<file path="config.mk">
export PLATFORM = sky130hd
export DESIGN_NAME = cpu_boot_mem
export DESIGN_NICKNAME = d
export VERILOG_FILES = /design/src/rtl/cpu_boot_mem_pkg.sv /design/src/rtl/cpu_boot_mem_array.sv /design/src/rtl/cpu_boot_mem.sv
export SDC_FILE = /design/constraint.sdc
export NUM_CORES = 1
export LEC_CHECK = 0
export CORE_MARGIN = 4
export CORE_UTILIZATION = 54
export DETAILED_ROUTE_END_ITERATION = 6
export GPL_ROUTABILITY_DRIVEN = 1
export PLACE_DENSITY = 0.79
export SLEW_MARGIN = 20
export SYNTH_ARGS = -nofsm -noshare
export SYNTH_HDL_FRONTEND = slang
export SYNTH_SLANG_ARGS = --single-unit
</file>
<file path="constraint.sdc">
create_clock -name clk -period 2.3 [get_ports clk]
set_clock_uncertainty 0.1 [all_clocks]
set_input_delay 0.46 -clock clk [delete_from_list [all_inputs] [get_ports clk]]
set_output_delay 0.46 -clock clk [all_outputs]
set_load 0.03 [all_outputs]
</file>
<file path="src/rtl/cpu_boot_mem_pkg.sv">
`default_nettype none
// ============================================================================
// Module      : cpu_boot_mem_pkg
// Description : Shared widths and boot-loader state encoding for the CPU
//               boot memory and for CPU-level integration.
// Revision    : 1.0 - initial release
// ============================================================================
package cpu_boot_mem_pkg;

  // Memory geometry; must agree with the CPU address and data ports
  localparam int BOOT_AW    = 4;
  localparam int BOOT_DW    = 8;
  localparam int BOOT_DEPTH = 16;

  // Default number of cycles the CPU stays in clear after the last byte
  localparam int BOOT_HOLD_CYCLES = 2;

  // Width of the hold counter; covers hold lengths 1..7
  localparam int BOOT_HCW = 3;

  // Boot-loader state encoding
  typedef logic [1:0] bootState_t;

  localparam bootState_t c_stateLoad = 2'd0;  // accepting loader bytes
  localparam bootState_t c_stateHold = 2'd1;  // load done, CPU still held
  localparam bootState_t c_stateRun  = 2'd2;  // CPU released

endpackage : cpu_boot_mem_pkg
`default_nettype wire

</file>
<file path="src/rtl/cpu_boot_mem_array.sv">
`default_nettype none
// ============================================================================
// Module      : boot_mem_array
// Description : DEPTH x DW register array with one synchronous write port,
//               one combinational read port and asynchronous clear.
// Revision    : 1.0 - initial release
// ============================================================================
module boot_mem_array #(
  parameter int AW    = 4,
  parameter int DW    = 8,
  parameter int DEPTH = 16
) (
  input  logic          clk,
  input  logic          clr_n,
  input  logic          we,
  input  logic [AW-1:0] waddr,
  input  logic [DW-1:0] wdata,
  input  logic [AW-1:0] raddr,
  output logic [DW-1:0] rdata
);

  logic [DW-1:0] r_mem [DEPTH];

  // Storage: whole array clears on reset, single write port otherwise
  always_ff @(posedge clk or negedge clr_n) begin
    if (!clr_n) begin
      for (int i = 0; i < DEPTH; i++) begin
        r_mem[i] <= '0;
      end
    end else if (we) begin
      r_mem[waddr] <= wdata;
    end
  end

  // Read is purely combinational, so a same-cycle write shows the old word
  assign rdata = r_mem[raddr];

endmodule : boot_mem_array
`default_nettype wire

</file>
<file path="src/rtl/cpu_boot_mem.sv">
`default_nettype none
// ============================================================================
// Module      : cpu_boot_mem
// Description : CPU program/data memory with a built-in boot loader. After
//               reset (or a reload pulse) the CPU is held in clear while a
//               byte stream is written from address 0 upward; a short hold
//               then lets the CPU's synchronous clears settle before release.
// Revision    : 1.0 - initial release
// ============================================================================
module cpu_boot_mem
  import cpu_boot_mem_pkg::*;
#(
  parameter int AW          = BOOT_AW,
  parameter int DW          = BOOT_DW,
  parameter int DEPTH       = BOOT_DEPTH,
  parameter int HOLD_CYCLES = BOOT_HOLD_CYCLES
) (
  input  logic          clk,
  input  logic          clr_n,
  input  logic          reload,
  input  logic          load_valid,
  input  logic [DW-1:0] load_data,
  input  logic          load_last,
  output logic          load_ready,
  output logic          cpu_clr,
  input  logic          read,
  input  logic          write,
  input  logic [AW-1:0] address,
  input  logic [DW-1:0] memoryIn,
  output logic [DW-1:0] memoryOut,
  output logic [AW:0]   load_count,
  output logic          running
);

  // Last writable pointer value and the saturation value of the byte count
  localparam logic [AW-1:0]       c_ptrMax   = AW'(DEPTH - 1);
  localparam logic [AW:0]         c_countMax = (AW + 1)'(DEPTH);
  // Counter value on which the hold phase ends
  localparam logic [BOOT_HCW-1:0] c_holdLast = BOOT_HCW'(HOLD_CYCLES - 1);

  bootState_t          r_state;
  logic [AW-1:0]       r_ptr;
  logic [AW:0]         r_loadCount;
  logic [BOOT_HCW-1:0] r_holdCnt;

  logic          w_inLoad;
  logic          w_inHold;
  logic          w_inRun;
  logic          w_loadFire;
  logic          w_cpuFire;
  logic          w_lastByte;
  logic          w_holdDone;
  logic          w_memWe;
  logic [AW-1:0] w_memWaddr;
  logic [DW-1:0] w_memWdata;
  logic          w_unusedRead;

  // ---------------------------------------------------------------------------
  // State decode
  // ---------------------------------------------------------------------------
  assign w_inLoad = (r_state == c_stateLoad);
  assign w_inHold = (r_state == c_stateHold);
  assign w_inRun  = (r_state == c_stateRun);

  // A reload pulse drops any loader byte or CPU write offered in the same cycle
  assign w_loadFire = w_inLoad && load_valid && !reload;
  assign w_cpuFire  = w_inRun  && write      && !reload;

  // The 16th byte ends the load even without load_last, so ptr never wraps
  assign w_lastByte = load_last || (r_ptr == c_ptrMax);
  assign w_holdDone = (r_holdCnt == c_holdLast);

  // read only qualifies the bus for the CPU; it has no effect inside the block
  assign w_unusedRead = read;

  // ---------------------------------------------------------------------------
  // Loader / CPU control FSM, write pointer, byte count and hold counter
  // ---------------------------------------------------------------------------
  // Sequences LOAD -> HOLD -> RUN; reload re-enters LOAD from any state
  always_ff @(posedge clk or negedge clr_n) begin
    if (!clr_n) begin
      r_state     <= c_stateLoad;
      r_ptr       <= '0;
      r_loadCount <= '0;
      r_holdCnt   <= '0;
    end else if (reload) begin
      r_state     <= c_stateLoad;
      r_ptr       <= '0;
      r_loadCount <= '0;
      r_holdCnt   <= '0;
    end else begin
      case (r_state)
        c_stateLoad: begin
          if (load_valid) begin
            if (r_loadCount != c_countMax) begin
              r_loadCount <= r_loadCount + 1'b1;
            end
            if (w_lastByte) begin
              r_state   <= c_stateHold;
              r_holdCnt <= '0;
            end else begin
              r_ptr <= r_ptr + 1'b1;
            end
          end
        end
        c_stateHold: begin
          if (w_holdDone) begin
            r_state   <= c_stateRun;
            r_holdCnt <= '0;
          end else begin
            r_holdCnt <= r_holdCnt + 1'b1;
          end
        end
        c_stateRun: begin
          r_state <= c_stateRun;
        end
        default: begin
          r_state     <= c_stateLoad;
          r_ptr       <= '0;
          r_loadCount <= '0;
          r_holdCnt   <= '0;
        end
      endcase
    end
  end

  // ---------------------------------------------------------------------------
  // Single write port, owned by the loader in LOAD and by the CPU in RUN
  // ---------------------------------------------------------------------------
  assign w_memWe    = w_loadFire || w_cpuFire;
  assign w_memWaddr = w_inLoad ? r_ptr     : address;
  assign w_memWdata = w_inLoad ? load_data : memoryIn;

  boot_mem_array #(
    .AW    (AW),
    .DW    (DW),
    .DEPTH (DEPTH)
  ) u_memArray (
    .clk   (clk),
    .clr_n (clr_n),
    .we    (w_memWe),
    .waddr (w_memWaddr),
    .wdata (w_memWdata),
    .raddr (address),
    .rdata (memoryOut)
  );

  // ---------------------------------------------------------------------------
  // Outputs, all decoded from registered state
  // ---------------------------------------------------------------------------
  assign load_ready = w_inLoad;
  assign cpu_clr    = w_inLoad || w_inHold;
  assign running    = w_inRun;
  assign load_count = r_loadCount;

endmodule : cpu_boot_mem
`default_nettype wire

</file>
# --- After elaboration in Yosys (flattened, before gate mapping) ---
# Index checks and enable logic that the tools add are counted.
# Widths: inputs -> output; s select.
op_classes:
  add_sub_neg: 3
  n_lt_le_gt_ge: 3
  n_eq_ne: 12
  n_mux: 26
  n_bitwise: 2
  reduce_logical: 15
ops:
  columns: ["operator", "count"]
  rows:
  - ["$bwmux 128", 1]
  - ["$bmux 8 s4", 1]
  - ["$demux 8 s4", 1]
  - ["$mux 8", 4]
  - ["$mux 4", 4]
  - ["$mux 5", 3]
  - ["$mux 3", 4]
  - ["$reduce_and 3->1", 4]
  - ["$ge 5x5->1 const B", 2]
  - ["$not 4->5", 2]
  - ["$pmux 5 s2", 1]
  - ["$ne 3x2->1 const B", 3]
  - ["$pmux 3 s3", 1]
  - ["$mux 2", 4]
  - ["$pmux 4 s2", 1]
  - ["$ne 3x3->1 const B", 2]
  - ["$pmux 2 s3", 1]
  - ["$add 5x1->5 const B", 1]
  - ["$logic_and 1x1->1", 5]
  - ["$lt 5x1->1 const B", 1]
  - ["$ne 5x5->1 const B", 1]
  - ["$add 4x1->4 const B", 1]
  - ["$eq 4x4->1 const B", 1]
  - ["$add 3x1->3 const B", 1]
  - ["9 further kinds", 11]
totals:
  regBits: 142
  input_bits: 27
  output_inout_bits: 16
  wordCells: 81

# --- Depth between registers and ports, before layout ---
# Gate-level depths: netlist of run 1.
depth:
  ltp_word: 8
  depth_mapped: 9
  depth_no_buf: 6

# --- By module ---
# A second synthesis of run 1 with hierarchy kept.
hier_totals:
  hier_cells: 478
  hier_area_um2: 6964.2
by_module_without_submodules:
  columns: ["module", "instances", "cells_per_inst", "area_each_um2", "seq_area_each_um2"]
  rows:
  - ["boot_mem_array", 1, 365, 5915.7, 3203.1]
  - ["cpu_boot_mem", 1, 113, 1048.5, 350.3]

# --- Worst setup path after synthesis of run 1 ---
# No wires, ideal clock.
synth_path:
  path_type: "reg-to-reg"
  start: "register r_state[0]"
  end: "register u_memArray.r_mem[64] (netlist name)"
  setup_time_ns: 0.128
  arrival_time_ns: 2.272
  required_ns: 2.072
  setup_slack_ns: -0.199
  stages_incl_launch_ff: 9
  n_path_buf: 2
  synth_period_minus_slack_ns: 2.499
  path_cell_list: "dfrtp_1 > inv_1 > ha_1 > buf_2 > a22oi_2 > a211oi_2 > a21bo_2 > buf_2 > mux2_1"
synth_via:
  elab_chain_cells: 8
  elab_cells_between_ends: 16
  classes_between: "2 x order compare; 1 x eq/ne; 5 x mux; 1 x bitwise; 7 x reduce/logical"
synth_lines:
  columns: ["item", "line_no", "text"]
  rows:
  - ["start, declared", "cpu_boot_mem.sv:41", "bootState_t r_state;"]
  - ["start signal, assigned", "cpu_boot_mem.sv:82", "r_state <= c_stateLoad;"]
  - ["start signal, assigned", "cpu_boot_mem.sv:87", "r_state <= c_stateLoad;"]
  - ["start signal, assigned", "cpu_boot_mem.sv:99", "r_state <= c_stateHold;"]
  - ["$logic_not 2->1 *", "cpu_boot_mem.sv:61", "assign w_inLoad = (r_state == c_stateLoad);"]
  - ["named net load_ready", "cpu_boot_mem.sv:24", "output logic load_ready,"]
  - ["$mux 4", "cpu_boot_mem.sv:131", "assign w_memWaddr = w_inLoad ? r_ptr : address;"]
  - ["$not 4->5 (not written as such)", "cpu_boot_mem_array.sv:31", "r_mem[waddr] <= wdata;"]
  - ["$ge 5x5->1 (not written as such) or $lt 5x1->1 (tied branches)", "cpu_boot_mem_array.sv:31", null]
  - ["$logic_and 1x1->1 (not written as such)", "cpu_boot_mem_array.sv:31", null]
  - ["$mux 8 (not written as such)", "cpu_boot_mem_array.sv:31", null]
  - ["$demux 8 s4", "cpu_boot_mem_array.sv:31", null]
  - ["$bwmux 128", "cpu_boot_mem_array.sv:31", null]
  - ["end signal, assigned by index", "cpu_boot_mem_array.sv:31", null]
  - ["end, declared", "cpu_boot_mem_array.sv:22", "logic [DW-1:0] r_mem [DEPTH];"]
# Mark *: on every way through the listed nets, which the timed path passes. The rest lies on a longest branch.
# A chain may end at the register's enable or synchronous reset.

# --- Worst setup path after layout of run 1 ---
layout_path:
  start: "register u_memArray.r_mem[69] (netlist name)"
  end: "output port memoryOut[5]"
layout_via:
  elab_chain_cells: 3
layout_lines:
  columns: ["item", "line_no", "text"]
  rows:
  - ["$bmux 8 s4", "cpu_boot_mem_array.sv:36", "assign rdata = r_mem[raddr];"]
  - ["$mux 8 (not written as such) (2 in a row)", "cpu_boot_mem_array.sv:36", null]
  - ["end, declared", "cpu_boot_mem.sv:30", "output logic [DW-1:0] memoryOut,"]
# No other way between the ends. The select of a mux whose other input is x is not followed.

==> tab_implementation.tex, run 1 <==
\begin{tabular}{lr}
\hline
Metric & Value \\
\hline
\multicolumn{2}{l}{\textbf{Status}} \\
Outcome & finished with violations \\
Violated checks & setup timing \\
\multicolumn{2}{l}{\textbf{Synthesis}} \\
Sequential cell area fraction in the yosys report & 0.508 \\
Number of warnings reported in the yosys synthesis log & 0 \\
Number of enable flip-flop cells after synthesis & 0 \\
Post-synthesis sequential element count & 142 \\
Dominant synthesized flop cell & sky130\_fd\_sc\_hd\_\_dfrtp\_1 \\
Asr flop ratio synth & 1.00 \\
Post-Synthesis Net Count & 520 \\
Mean cell area of the mapped netlist & 14.4 µm² \\
Distinct cells, synth & 50 \\
Mapped Cells & 485 \\
Synthesized cell area & 0.00700 mm² \\
\multicolumn{2}{l}{\textbf{Power and ir drop}} \\
Part of the total power dissipated in sequential elements & 0.381 \\
Net switching power of the design & 0.00296 W \\
Power density over the cells & 1090 mW/mm² \\
Total leakage power & approximately 4.1 nW \\
Largest voltage drop on the vdd net & 0.652 mV \\
Cell-internal power & 0.00674 W \\
Share of total power in the clock network & 0.277 \\
Combinational share of power & 0.341 \\
Switching share of total power & 0.306 \\
\multicolumn{2}{l}{\textbf{Setup path}} \\
Worst-path fanout max & 2 \\
Cell with the biggest individual delay on the critical path & sky130\_fd\_sc\_hd\_\_mux4\_2 \\
Cell Chain, Critical Path & mux4\_2 -> o22ai\_2 -> nor2\_2 -> buf\_6 \\
Startpoint of the lowest-slack register-to-register path & r\_state[1] \\
Data arrival time of the critical path & 1770 ps \\
WP depth & 4 \\
Critical register-to-register path endpoint & u\_memArray.r\_mem[99] \\
Family with the most delay on the worst path & multiplexers \\
Critical path capture point type & primary output \\
Sum of buffers and inverters on the critical path & 1 \\
Depth of the worst register-to-register path & 10 \\
Worst setup path category & flop to primary output \\
Type of element launching the critical path & flop \\
Stage delay of the slowest cell on the critical path & 540 ps \\
Required time of the worst setup path & 1740 ps \\
Internal reg-to-reg setup slack & about 40 ps \\
\multicolumn{2}{l}{\textbf{Final layout}} \\
Fill cells & 814 \\
Net total in the final layout & $\sim$620 \\
Multi-input gate area & 0.00351 mm² \\
Fraction of layout cells with a size suffix above 1 & 0.534 \\
Leading cell type in the layout, fill and taps excluded & sky130\_fd\_sc\_hd\_\_dfrtp\_1 \\
Register cell area after layout & about 0.0036 mm² \\
Number of antenna diodes & 0 \\
Top library cells by usage in the layout, fill and taps aside & 142 x sky130\_fd\_sc\_hd\_\_dfrtp\_1, 123 x sky130\_fd\_sc\_hd\_\_mux2\_2, 43 x sky130\_fd\_sc\_hd\_\_buf\_4, 32 x sky130\_fd\_sc\_hd\_\_mux4\_2, 25 x sky130\_fd\_sc\_hd\_\_clkdlybuf4s50\_1 \\
Syn-to-layout area delta & 27.8\% \\
Filler-free cell count of the finished design & 762 \\
\multicolumn{2}{l}{\textbf{Global routing}} \\
Global route total overflow & 0 \\
Wire length of the first global-routing pass & 26400 µm \\
Largest net degree at the start of global routing & 65 \\
Number of antenna violations at the first check in global routing & 0 \\
Total global routing track utilization & 0.237 \\
Number of global-route vias before repair & 5025 \\
\multicolumn{2}{l}{\textbf{Detailed routing}} \\
DR iter-0 viols & 350 \\
Wire per inst & between 20 and 25 µm \\
Mean number of vias per cell & 6.04 \\
Antenna-violating nets left & 0 \\
Total detailed-routing wirelength & approximately 17000 µm \\
Detailed-routing iteration count for the pre-antenna-repair pass & 4 \\
DRC viols & 0 \\
Via total after detailed routing & 4606 \\
\multicolumn{2}{l}{\textbf{CTS}} \\
Clock transition at the registers of the reported paths & 60 ps \\
TritonCTS clock tree & done \\
CTS H-Tree Depth & 4 \\
Clock buffers created by TritonCTS & 17 \\
Clock latency of the later-clocked register in the worst-skew pair & roughly 420 ps \\
CTS root buffer & sky130\_fd\_sc\_hd\_\_clkbuf\_16 \\
Count of clock tree sinks & 142 \\
Clock Tree Buf Depth & 2 \\
\multicolumn{2}{l}{\textbf{Placement}} \\
HPWL after detailed placement & 11200 µm \\
Placed cell count & between 700 and 800 \\
GPL Wtd Cong & 0.841 \\
Port Buffers & 41 \\
Dpl ws & -376 ps \\
\multicolumn{2}{l}{\textbf{Hold path}} \\
Classification of the worst-slack hold path & flop to flop \\
Beginning of the worst hold path & u\_memArray.r\_mem[111] \\
Hold endpoint & u\_memArray.r\_mem[111] \\
Hold depth & 1 \\
\multicolumn{2}{l}{\textbf{Floorplan}} \\
Number of standard-cell rows in the floorplan & 41 \\
Die H & 122 µm \\
Area of the die & 0.0148 mm² \\
IO Count & 43 \\
Die Span X & about 120 µm \\
Core area & 0.0127 mm² \\
Starting Density & 0.552 \\
\multicolumn{2}{l}{\textbf{Timing}} \\
Total count of max-transition violations in the final report & 0 \\
Count of endpoints failing setup in the final report & 4 \\
Post-route minimum period & 2330 ps \\
Setup slack of the critical path after layout & -27.7 ps \\
Tcrit/Tclk final & 1.01 \\
Final Hold Vio Count & 0 \\
Setup repair after global routing missed its margin & true \\
Least-Margin Pin Slew & 608 ps \\
Max Freq & 430 MHz \\
Worst-case headroom to the max-slew limit & 0.595 \\
\multicolumn{2}{l}{\textbf{Job}} \\
Number of maximum-capacitance violations & 0 \\
\hline
\end{tabular}
area by class of cell:
cell class,instances,share of cell area
clock buffer,23,0.0512
clock inverter,6,0.0125
inverter,9,0.00378
multi-input combinational,308,0.393
sequential,142,0.397
tap,172,0.0241
timing repair buffer,102,0.118
power by group through the flow:
stage          Combinational (W)  Sequential, W  Clock [W]
2_1_floorplan            0.00207        0.00359          0
3_5_place_dp             0.00298        0.00370          0
3_3_place_gp             0.00286        0.00363          0
4_1_cts                  0.00312        0.00367    0.00271
6_report                 0.00331        0.00370    0.00269
5_1_grt                  0.00355        0.00376    0.00283
synth_stat cells (2+ instances only):
master	number	area (µm²)
sky130_fd_sc_hd__nor2_1	11	41.3
sky130_fd_sc_hd__nand3b_1	5	37.5
sky130_fd_sc_hd__mux2_1	13	146
sky130_fd_sc_hd__mux4_2	32	721
sky130_fd_sc_hd__a31o_2	3	26.3
sky130_fd_sc_hd__nand2_4	6	67.6
sky130_fd_sc_hd__ha_1	8	100
sky130_fd_sc_hd__a31oi_1	4	25.0
sky130_fd_sc_hd__or3b_1	2	17.5
sky130_fd_sc_hd__clkbuf_1	13	48.8
sky130_fd_sc_hd__a21oi_1	3	15.0
sky130_fd_sc_hd__nand2_2	4	25.0
sky130_fd_sc_hd__o21ai_1	2	10.0
sky130_fd_sc_hd__o2bb2ai_1	2	17.5
sky130_fd_sc_hd__nand2_1	25	93.8
sky130_fd_sc_hd__a211oi_4	2	40.0
sky130_fd_sc_hd__a211oi_2	3	37.5
sky130_fd_sc_hd__o21ai_0	3	15.0
sky130_fd_sc_hd__or2_2	3	18.8
sky130_fd_sc_hd__nand4_1	2	12.5
sky130_fd_sc_hd__nand2b_1	7	43.8
sky130_fd_sc_hd__inv_1	9	33.8
sky130_fd_sc_hd__nor2b_1	3	18.8
sky130_fd_sc_hd__mux2_2	123	1390
sky130_fd_sc_hd__buf_1	2	7.51
sky130_fd_sc_hd__nand3_1	3	15.0
sky130_fd_sc_hd__mux2i_1	5	50.1
sky130_fd_sc_hd__dfrtp_1	142	3550
sky130_fd_sc_hd__buf_2	9	45.0
sky130_fd_sc_hd__o22ai_1	16	100
cell families after synthesis:
| group | Yosys count | share of synthesized area |
|---|---|---|
| AO/OA/AOI/OAI | 50 | 0.0619 |
| adder cells (fa/ha/maj) | 8 | 0.0143 |
| buffers and inverters | 35 | 0.0220 |
| flip-flops | 142 | 0.508 |
| multiplexers | 174 | 0.331 |
| AND/OR/NAND/NOR | 76 | 0.0628 |
layer usage:
layer / share of wire / up-vias / global-route usage
li1: - / 2008 / -
met1: 0.40 / 2431 / 0.293
met4: 0.025 / 0 / 0.0882
met2: 0.53 / 137 / 0.410
met5: 0 / - / 0
met3: 0.044 / 30 / 0.0520
what timing repair did:
| action | in CTS | in global routing |
|---|---|---|
| pin swaps | 4 | 12 |
| cloned | 1 | 1 |
| gates resized for setup | 43 | 34 |
| hold endpoints to repair | 62 | 0 |
| setup buffers | 2 | 4 |
| hold buffers | 1 | 0 |
| setup endpoints to repair | 97 | 115 |
per-stage QoR:
| step | hold slack [ps] | area, µm² | TNS (ps) | power, W | utilization |
|---|---|---|---|---|---|
| final | 387 | 8940 | -40.4 | 0.00970 | 0.706 |
| after global routing | 393 | 8940 | -533 | 0.0101 | 0.706 |
| after CTS | 390 | 8770 | -66.2 | 0.00950 | 0.692 |
| after detailed placement | 378 | 8010 | -34900 | 0.00668 | 0.632 |
| after global placement | 368 | 8010 | -31490 | 0.00649 | 0.632 |
| after floorplan | 64.4 | 7010 | -3.27 | 0.00565 | - |
worst max path at each step:
stage                                     from               endpoint  slack, ps
after floorplan                     r_state[0]  u_memArray.r_mem[127]         -3
after global placement              address[1]           memoryOut[2]       -330
after detailed placement            address[1]   u_memArray.r_mem[10]       -380
after CTS                 u_memArray.r_mem[64]           memoryOut[0]        -30
after global routing       u_memArray.r_mem[7]           memoryOut[7]        -60
final                     u_memArray.r_mem[69]           memoryOut[5]        -30
flip-flops by register name, indices dropped and copies added, names as in the netlist:
register          cells
r_ptr                 4
u_memArray.r_mem    128
r_holdCnt             3
load_count            5
r_state               2
Note: power is estimated with default switching activity, not from simulation.
==> run 2, diff against run 1 <==
--- a/config.mk
+++ b/config.mk
@@ -5,6 +5,7 @@
 export SDC_FILE = /design/constraint.sdc
 export NUM_CORES = 1
 export LEC_CHECK = 0
+export CAP_MARGIN = 10
 export CORE_MARGIN = 4
 export CORE_UTILIZATION = 54
 export DETAILED_ROUTE_END_ITERATION = 6
==> results of run 2 <==
Final layout, timing and power as in run 1 (identical DEF).
==> run 3, diff against run 2 <==
--- a/config.mk
+++ b/config.mk
@@ -9,7 +9,7 @@
 export CORE_MARGIN = 4
 export CORE_UTILIZATION = 54
 export DETAILED_ROUTE_END_ITERATION = 6
-export GPL_ROUTABILITY_DRIVEN = 1
+export GPL_ROUTABILITY_DRIVEN = 0
 export PLACE_DENSITY = 0.79
 export SLEW_MARGIN = 20
 export SYNTH_ARGS = -nofsm -noshare
==> results of run 3 <==
Final layout, timing and power as in run 1 (identical DEF).
